$ cat src/rtl/alu_seq.sv
// alu_seq: parameterised ALU with valid/ready issue, status flags and an
// iterative restoring divider for the divide/modulo opcodes.
//
// state | meaning
// IDLE  | accepting ops; single-cycle ops complete on their accept edge
// DIV   | restoring divider running, one quotient bit per cycle, issue stalled
// DONE  | sign correction; result and flags registered on the way to IDLE
module alu_seq #(
    parameter int WIDTH = 16,
    parameter int SHW   = $clog2(WIDTH)
) (
    input  logic             clk,
    input  logic             rst,
    input  logic             in_valid,
    output logic             in_ready,
    input  logic [WIDTH-1:0] a,
    input  logic [WIDTH-1:0] b,
    input  logic [4:0]       op,
    output logic             out_valid,
    output logic [WIDTH-1:0] res,
    output logic             flag_z,
    output logic             flag_n,
    output logic             flag_c,
    output logic             flag_dz
);

    localparam int CW = $clog2(WIDTH + 1);

    localparam logic [4:0] OP_ADD   = 5'h00;
    localparam logic [4:0] OP_SUB   = 5'h01;
    localparam logic [4:0] OP_MUL   = 5'h02;
    localparam logic [4:0] OP_OR    = 5'h03;
    localparam logic [4:0] OP_XOR   = 5'h04;
    localparam logic [4:0] OP_AND   = 5'h05;
    localparam logic [4:0] OP_SRA   = 5'h06;
    localparam logic [4:0] OP_SRL   = 5'h07;
    localparam logic [4:0] OP_SLL   = 5'h08;
    localparam logic [4:0] OP_NEG   = 5'h09;
    localparam logic [4:0] OP_LNOT  = 5'h0A;
    localparam logic [4:0] OP_NOT   = 5'h0B;
    localparam logic [4:0] OP_NZ    = 5'h0C;
    localparam logic [4:0] OP_EQ    = 5'h0D;
    localparam logic [4:0] OP_NE    = 5'h0E;
    localparam logic [4:0] OP_SLT   = 5'h0F;
    localparam logic [4:0] OP_ULT   = 5'h10;
    localparam logic [4:0] OP_SLE   = 5'h11;
    localparam logic [4:0] OP_ULE   = 5'h12;
    localparam logic [4:0] OP_SEXT  = 5'h13;
    localparam logic [4:0] OP_PASSB = 5'h14;
    localparam logic [4:0] OP_DIVU  = 5'h15;
    localparam logic [4:0] OP_MODU  = 5'h16;
    localparam logic [4:0] OP_DIVS  = 5'h17;
    localparam logic [4:0] OP_MODS  = 5'h18;

    typedef enum logic [1:0] {
        S_IDLE = 2'd0,
        S_DIV  = 2'd1,
        S_DONE = 2'd2
    } state_t;

    state_t           state_q, state_d;
    logic             in_ready_q, in_ready_d;
    logic             out_valid_q, out_valid_d;
    logic [WIDTH-1:0] res_q, res_d;
    logic             flag_z_q, flag_z_d;
    logic             flag_n_q, flag_n_d;
    logic             flag_c_q, flag_c_d;
    logic             flag_dz_q, flag_dz_d;
    logic [WIDTH-1:0] rem_q, rem_d;
    logic [WIDTH-1:0] quo_q, quo_d;
    logic [WIDTH-1:0] dvs_q, dvs_d;
    logic [CW-1:0]    cnt_q, cnt_d;
    logic             mod_q, mod_d;
    logic             neg_quo_q, neg_quo_d;
    logic             neg_rem_q, neg_rem_d;

    logic [WIDTH-1:0] sc_res;
    logic             sc_c;
    logic             sc_dz;
    logic [WIDTH:0]   sum_ext;
    logic [SHW-1:0]   shamt;

    logic             is_div;
    logic             is_sdiv;
    logic [WIDTH-1:0] a_mag;
    logic [WIDTH-1:0] b_mag;
    logic [WIDTH:0]   rem_sh;
    logic [WIDTH:0]   rem_sub;
    logic             q_bit;
    logic [WIDTH-1:0] rem_next;
    logic [WIDTH-1:0] div_res;

    // Result of every op that completes on its accept edge, incl. divide by zero.
    always_comb begin
        sc_res  = a;
        sc_c    = 1'b0;
        sc_dz   = 1'b0;
        sum_ext = {1'b0, b} + {1'b0, a};
        shamt   = a[SHW-1:0];
        case (op)
            OP_ADD:   begin sc_res = sum_ext[WIDTH-1:0]; sc_c = sum_ext[WIDTH]; end
            OP_SUB:   begin sc_res = b - a; sc_c = (b < a); end
            OP_MUL:   sc_res = b * a;
            OP_OR:    sc_res = b | a;
            OP_XOR:   sc_res = b ^ a;
            OP_AND:   sc_res = b & a;
            OP_SRA:   sc_res = $signed(b) >>> shamt;
            OP_SRL:   sc_res = b >> shamt;
            OP_SLL:   sc_res = b << shamt;
            OP_NEG:   sc_res = '0 - a;
            OP_LNOT:  sc_res = {{(WIDTH-1){1'b0}}, a == '0};
            OP_NOT:   sc_res = ~a;
            OP_NZ:    sc_res = {{(WIDTH-1){1'b0}}, a != '0};
            OP_EQ:    sc_res = {{(WIDTH-1){1'b0}}, b == a};
            OP_NE:    sc_res = {{(WIDTH-1){1'b0}}, b != a};
            OP_SLT:   sc_res = {{(WIDTH-1){1'b0}}, $signed(b) < $signed(a)};
            OP_ULT:   sc_res = {{(WIDTH-1){1'b0}}, b < a};
            OP_SLE:   sc_res = {{(WIDTH-1){1'b0}}, $signed(b) <= $signed(a)};
            OP_ULE:   sc_res = {{(WIDTH-1){1'b0}}, b <= a};
            OP_SEXT:  sc_res = {{(WIDTH/2){a[WIDTH/2-1]}}, a[WIDTH/2-1:0]};
            OP_PASSB: sc_res = b;
            // Divide ops only complete here when the divisor is zero.
            OP_DIVU, OP_DIVS: begin sc_res = '1; sc_dz = 1'b1; end
            OP_MODU, OP_MODS: begin sc_res = b;  sc_dz = 1'b1; end
            default:  sc_res = a;
        endcase
    end

    // Divider datapath: operand magnitudes, one restoring step, final sign fix.
    always_comb begin
        is_div   = (op == OP_DIVU) || (op == OP_MODU) || (op == OP_DIVS) || (op == OP_MODS);
        is_sdiv  = (op == OP_DIVS) || (op == OP_MODS);
        a_mag    = (is_sdiv && a[WIDTH-1]) ? ('0 - a) : a;
        b_mag    = (is_sdiv && b[WIDTH-1]) ? ('0 - b) : b;
        rem_sh   = {rem_q, quo_q[WIDTH-1]};
        rem_sub  = rem_sh - {1'b0, dvs_q};
        q_bit    = ~rem_sub[WIDTH];
        rem_next = q_bit ? rem_sub[WIDTH-1:0] : rem_sh[WIDTH-1:0];
        if (mod_q) begin
            div_res = neg_rem_q ? ('0 - rem_q) : rem_q;
        end else begin
            div_res = neg_quo_q ? ('0 - quo_q) : quo_q;
        end
    end

    // Issue control, divider sequencing and completion of results/flags.
    always_comb begin
        state_d     = state_q;
        in_ready_d  = in_ready_q;
        out_valid_d = 1'b0;
        res_d       = res_q;
        flag_z_d    = flag_z_q;
        flag_n_d    = flag_n_q;
        flag_c_d    = flag_c_q;
        flag_dz_d   = flag_dz_q;
        rem_d       = rem_q;
        quo_d       = quo_q;
        dvs_d       = dvs_q;
        cnt_d       = cnt_q;
        mod_d       = mod_q;
        neg_quo_d   = neg_quo_q;
        neg_rem_d   = neg_rem_q;
        case (state_q)
            S_IDLE: begin
                if (in_valid && in_ready_q) begin
                    if (is_div && (a != '0)) begin
                        state_d    = S_DIV;
                        in_ready_d = 1'b0;
                        rem_d      = '0;
                        quo_d      = b_mag;
                        dvs_d      = a_mag;
                        cnt_d      = CW'(WIDTH);
                        mod_d      = (op == OP_MODU) || (op == OP_MODS);
                        neg_quo_d  = is_sdiv && (a[WIDTH-1] ^ b[WIDTH-1]);
                        neg_rem_d  = is_sdiv && b[WIDTH-1];
                    end else begin
                        res_d       = sc_res;
                        flag_z_d    = (sc_res == '0);
                        flag_n_d    = sc_res[WIDTH-1];
                        flag_c_d    = sc_c;
                        flag_dz_d   = sc_dz;
                        out_valid_d = 1'b1;
                    end
                end
            end
            S_DIV: begin
                rem_d = rem_next;
                quo_d = {quo_q[WIDTH-2:0], q_bit};
                cnt_d = cnt_q - CW'(1);
                if (cnt_q == CW'(1)) begin
                    state_d = S_DONE;
                end
            end
            S_DONE: begin
                res_d       = div_res;
                flag_z_d    = (div_res == '0);
                flag_n_d    = div_res[WIDTH-1];
                flag_c_d    = 1'b0;
                flag_dz_d   = 1'b0;
                out_valid_d = 1'b1;
                in_ready_d  = 1'b1;
                state_d     = S_IDLE;
            end
            default: begin
                state_d    = S_IDLE;
                in_ready_d = 1'b1;
            end
        endcase
    end

    // State register; reset aborts any divide in flight without a result.
    always_ff @(posedge clk or negedge rst) begin
        if (!rst) begin
            state_q     <= S_IDLE;
            in_ready_q  <= 1'b1;
            out_valid_q <= 1'b0;
            res_q       <= '0;
            flag_z_q    <= 1'b0;
            flag_n_q    <= 1'b0;
            flag_c_q    <= 1'b0;
            flag_dz_q   <= 1'b0;
            rem_q       <= '0;
            quo_q       <= '0;
            dvs_q       <= '0;
            cnt_q       <= '0;
            mod_q       <= 1'b0;
            neg_quo_q   <= 1'b0;
            neg_rem_q   <= 1'b0;
        end else begin
            state_q     <= state_d;
            in_ready_q  <= in_ready_d;
            out_valid_q <= out_valid_d;
            res_q       <= res_d;
            flag_z_q    <= flag_z_d;
            flag_n_q    <= flag_n_d;
            flag_c_q    <= flag_c_d;
            flag_dz_q   <= flag_dz_d;
            rem_q       <= rem_d;
            quo_q       <= quo_d;
            dvs_q       <= dvs_d;
            cnt_q       <= cnt_d;
            mod_q       <= mod_d;
            neg_quo_q   <= neg_quo_d;
            neg_rem_q   <= neg_rem_d;
        end
    end

    assign in_ready  = in_ready_q;
    assign out_valid = out_valid_q;
    assign res       = res_q;
    assign flag_z    = flag_z_q;
    assign flag_n    = flag_n_q;
    assign flag_c    = flag_c_q;
    assign flag_dz   = flag_dz_q;

endmodule

$ cat config.mk
export PLATFORM = sky130hd
export DESIGN_NAME = alu_seq
export DESIGN_NICKNAME = d
export VERILOG_FILES = /design/src/rtl/alu_seq.sv
export SDC_FILE = /design/constraint.sdc
export NUM_CORES = 1
export LEC_CHECK = 0
export CAP_MARGIN = 20
export CORE_ASPECT_RATIO = 1.75
export CORE_MARGIN = 2
export CORE_UTILIZATION = 59
export CTS_CLUSTER_DIAMETER = 60
export CTS_CLUSTER_SIZE = 12
export DETAILED_ROUTE_END_ITERATION = 6
export PLACE_DENSITY_LB_ADDON = 0.15
export SYNTH_ARGS = -nofsm -noshare
export SYNTH_HDL_FRONTEND = slang
export SYNTH_SLANG_ARGS = --single-unit
export TNS_END_PERCENT = 5
$ cat constraint.sdc
create_clock -name clk -period 8.41 [get_ports clk]
set_input_delay 1.682 -clock clk [delete_from_list [all_inputs] [get_ports clk]]
set_output_delay 1.682 -clock clk [all_outputs]
set_load 0.01 [all_outputs]
==> impl_metrics.json <==
{
  "hold_viol": 0,
  "grt_pass1_wl_um": 107000,
  "via_per_inst": 7.40,
  "vias": 16400,
  "top_usage_layer": "met2",
  "ys_ff_latch": 79,
  "final_common_cell": "nand2_1",
  "arrival_ns": 8.44,
  "numCtsBuffers": 9,
  "power_leakage_uw": 0.00683,
  "syn_to_final_growth_pct": 9.74,
  "clk_latency_ns": 0.37,
  "wl_um": 72100,
  "wl_per_cell_um": 32.5,
  "yosysWarningCount": 0,
  "cpMostUsedCell": "fa_1",
  "dieArea_mm2": 0.0260,
  "regToRegEndpoint": "quo_q[0]$_DFFE_PN0P_",
  "crit_type": "in -> reg",
  "fp.dieW_um": 123,
  "placed_cell_area_mm2": 0.0156,
  "fin_skew_ns": 0.00808,
  "drv_cap": 0,
  "critPathTopFamily": "adder cells",
  "met3_usage_pct": 29.3,
  "r2r_start": "quo_q[15]$_DFFE_PN0P_",
  "min_period_over_period_pct": 97.2,
  "dp_slack_ns": -0.0721,
  "finalCriticalPeriod_ns": 8.18,
  "root_buffer": "clkbuf_16",
  "avgSynthCellArea_um2": 7.82,
  "worst_setup_path_end_kind": "flop",
  "rsz0062_at_grt": "false",
  "use_met2_pct": 84.1,
  "min_to": "dvs_q[5]$_DFFE_PN0P_",
  "first_global_vias": 16500,
  "final_cell_area_mm2": 0.0160,
  "status": "complete, but fails checks",
  "irDropWorstVdd_mv": 0.139,
  "synth_edf_count": 0,
  "rows": 76,
  "async_flop_share_pct": 100,
  "relSlewSlack_pct": 20.4,
  "syn-instance-count": 1865,
  "cts_sinks": 79,
  "mostFrequentLayoutCells": "nand2_1 (210), inv_1 (185), nor2_1 (178)",
  "r2r_slack_ns": 3.95,
  "max_slew.worst_pin.slew_ns": 1.19,
  "fmax_mhz": 122,
  "ant_nets": 0,
  "nets": 2143,
  "ff2ff_path_depth": 13,
  "syn_area_mm2": 0.0146,
  "gp_congestion": 1.11,
  "violations": "design-rule violations",
  "dpl.hpwl_um": 53300,
  "die_h_um": 212,
  "p_per_area_mw_per_mm2": 173,
  "drv_slew": 0,
  "fin_tns_setup_ns": 0,
  "hp-class": "reg -> reg",
  "slowest_stage": "clkdlybuf4s50_1",
  "portBuffers": 61,
  "first_pass_iters": 7,
  "drive_gt1_share_pct": 9.82,
  "place_inst": 2194,
  "worstPathRequired_ns": 8.67,
  "worstPathCellList": "clkdlybuf4s50_1 -> ha_4 -> inv_1 -> fa_1 -> fa_1 -> inv_1 -> fa_1 -> fa_1 -> inv_1 -> fa_1 -> fa_1 -> inv_1 -> ha_1 -> nand2b_1 -> o221ai_1 -> a21oi_1 -> nand3_1 -> a211oi_1 -> o211ai_1 -> o22ai_1 -> nand4_1 -> o31ai_1",
  "cts_tree": "built",
  "setup_violations": 0,
  "clk_pin_slew_worst_paths_ns": 0.06,
  "fin_cells": 2219,
  "synth.distinct_cells": 103,
  "grt-ovfl-total": 0,
  "holdCritStartpoint": "dvs_q[5]$_DFFE_PN0P_",
  "crit_path_start_kind": "input pin",
  "synth_flop_cell": "dfrtp_1",
  "setup_slack_ns": 0.233,
  "grt_start_max_net_pins": 80,
  "start_util_pct": 59.7,
  "grt_use_total_pct": 56.8,
  "crit_fanout": 5,
  "drc_errors": 2,
  "ctsHoldBuffers": 0,
  "grt_use_met1_pct": 54.0,
  "first_iter_violations": 2850,
  "antenna_found_initial": 6,
  "core_area_mm2": 0.0244,
  "hold_path_depth": 2,
  "slowest_delay_ns": 0.66,
  "syn_nets": 2109,
  "h-tree-depth": 3,
  "crit_buf_inv": 5,
  "io_pins": 62,
  "ys_seq_area_share_pct": 13.6,
  "clock_tree.buffer_depth": 2
}
-- per-layer routing --
layer,vias up,routed length [um]
met3,676,9100
met2,1540,31900
met1,7614,21200
met4,12,9770
li1,6578,-
met5,-,187
-- timing repair --
action	CTS	global route
endpoints found under the hold margin	0	0
setup endpoints to repair	0	2
gates resized for setup	0	2
setup buffers	0	0
-- power breakdown --
part	total [uW]	internal (uW)	switching (uW)
Clock	416	240	177
Combinational	1980	761	1220
Sequential	380	380	0
Total	2770	1380	1390
-- worst max path at each step --
stage	endpoint	startpoint	slack [ns]	cells after the start
floorplan	flag_z$_DFFE_PN0P_	a[3]	0.86	23
global placement	res[14]$_DFFE_PN0P_	a[7]	-0.01	22
detailed placement	flag_z$_DFFE_PN0P_	a[7]	-0.07	22
CTS	flag_z$_DFFE_PN0P_	a[7]	0.26	22
global route	flag_z$_DFFE_PN0P_	a[7]	0.12	22
finish	flag_z$_DFFE_PN0P_	a[7]	0.23	22
-- registers in the layout (all words and copies together) (netlist names), 2 cells and up --
| name | flops |
|---|---|
| dvs_q | 16 |
| quo_q | 16 |
| rem_q | 16 |
| res | 16 |
| cnt_q | 5 |
| state_q | 2 |
-- layout make-up --
class | count | area, um^2
clock buffer | 10 | 239
multi-input combinational | 1461 | 11300
fill | 2031 | 8430
timing repair buffer | 154 | 1330
antenna | 3 | 7.51
sequential | 79 | 1980
clock inverter | 6 | 67.6
tap | 312 | 390
inverter | 194 | 728
-- worst register-to-register path, cell delays in order (launching register included) --
cell,delay (ns)
dfrtp_1,0.40
inv_1,0.10
ha_1,0.16
inv_1,0.08
fa_1,0.45
a211oi_1,0.36
o21a_1,0.22
o31ai_1,0.13
o41ai_2,0.46
o2111ai_1,0.23
a21oi_2,0.28
xnor2_4,0.26
a211oi_1,1.07
a21oi_1,0.08
-- Yosys cell counts, types with 15 or more instances --
cell type / instances / area, um^2
nor2b_1: 18 / 113
nor2_1: 178 / 668
mux2i_1: 41 / 410
nand3_1: 45 / 225
a211oi_1: 22 / 165
xnor2_1: 94 / 823
clkbuf_1: 75 / 282
ha_1: 122 / 1530
o31ai_1: 22 / 165
dfrtp_1: 78 / 1950
o21ai_0: 104 / 521
mux4_2: 18 / 405
or3_1: 17 / 106
nand2_1: 210 / 788
nand2b_1: 15 / 93.8
nor3_1: 28 / 140
fa_1: 82 / 1640
o22ai_1: 23 / 144
buf_2: 27 / 135
xor2_1: 36 / 315
inv_1: 185 / 694
a21oi_1: 90 / 450
-- metrics by stage --
| stage | util (%) | hold slack (ns) | total power [uW] |
|---|---|---|---|
| detailed placement | 63.9 | 0.471 | 2250 |
| finish | 65.5 | 0.482 | 2770 |
| floorplan | - | 0.450 | 1650 |
| global route | 65.5 | 0.507 | 2890 |
| CTS | 65.1 | 0.484 | 2660 |
| global placement | 63.9 | 0.461 | 2230 |
-- cell families after synthesis --
group,share of synthesized area [%]
compound gates,21.7
simple gates,19.5
mux,6.13
fa+ha+maj,21.7
buf+inv,9.42
flops,13.6
xor+xnor,8.00
Power figures use the tool's default switching activity.
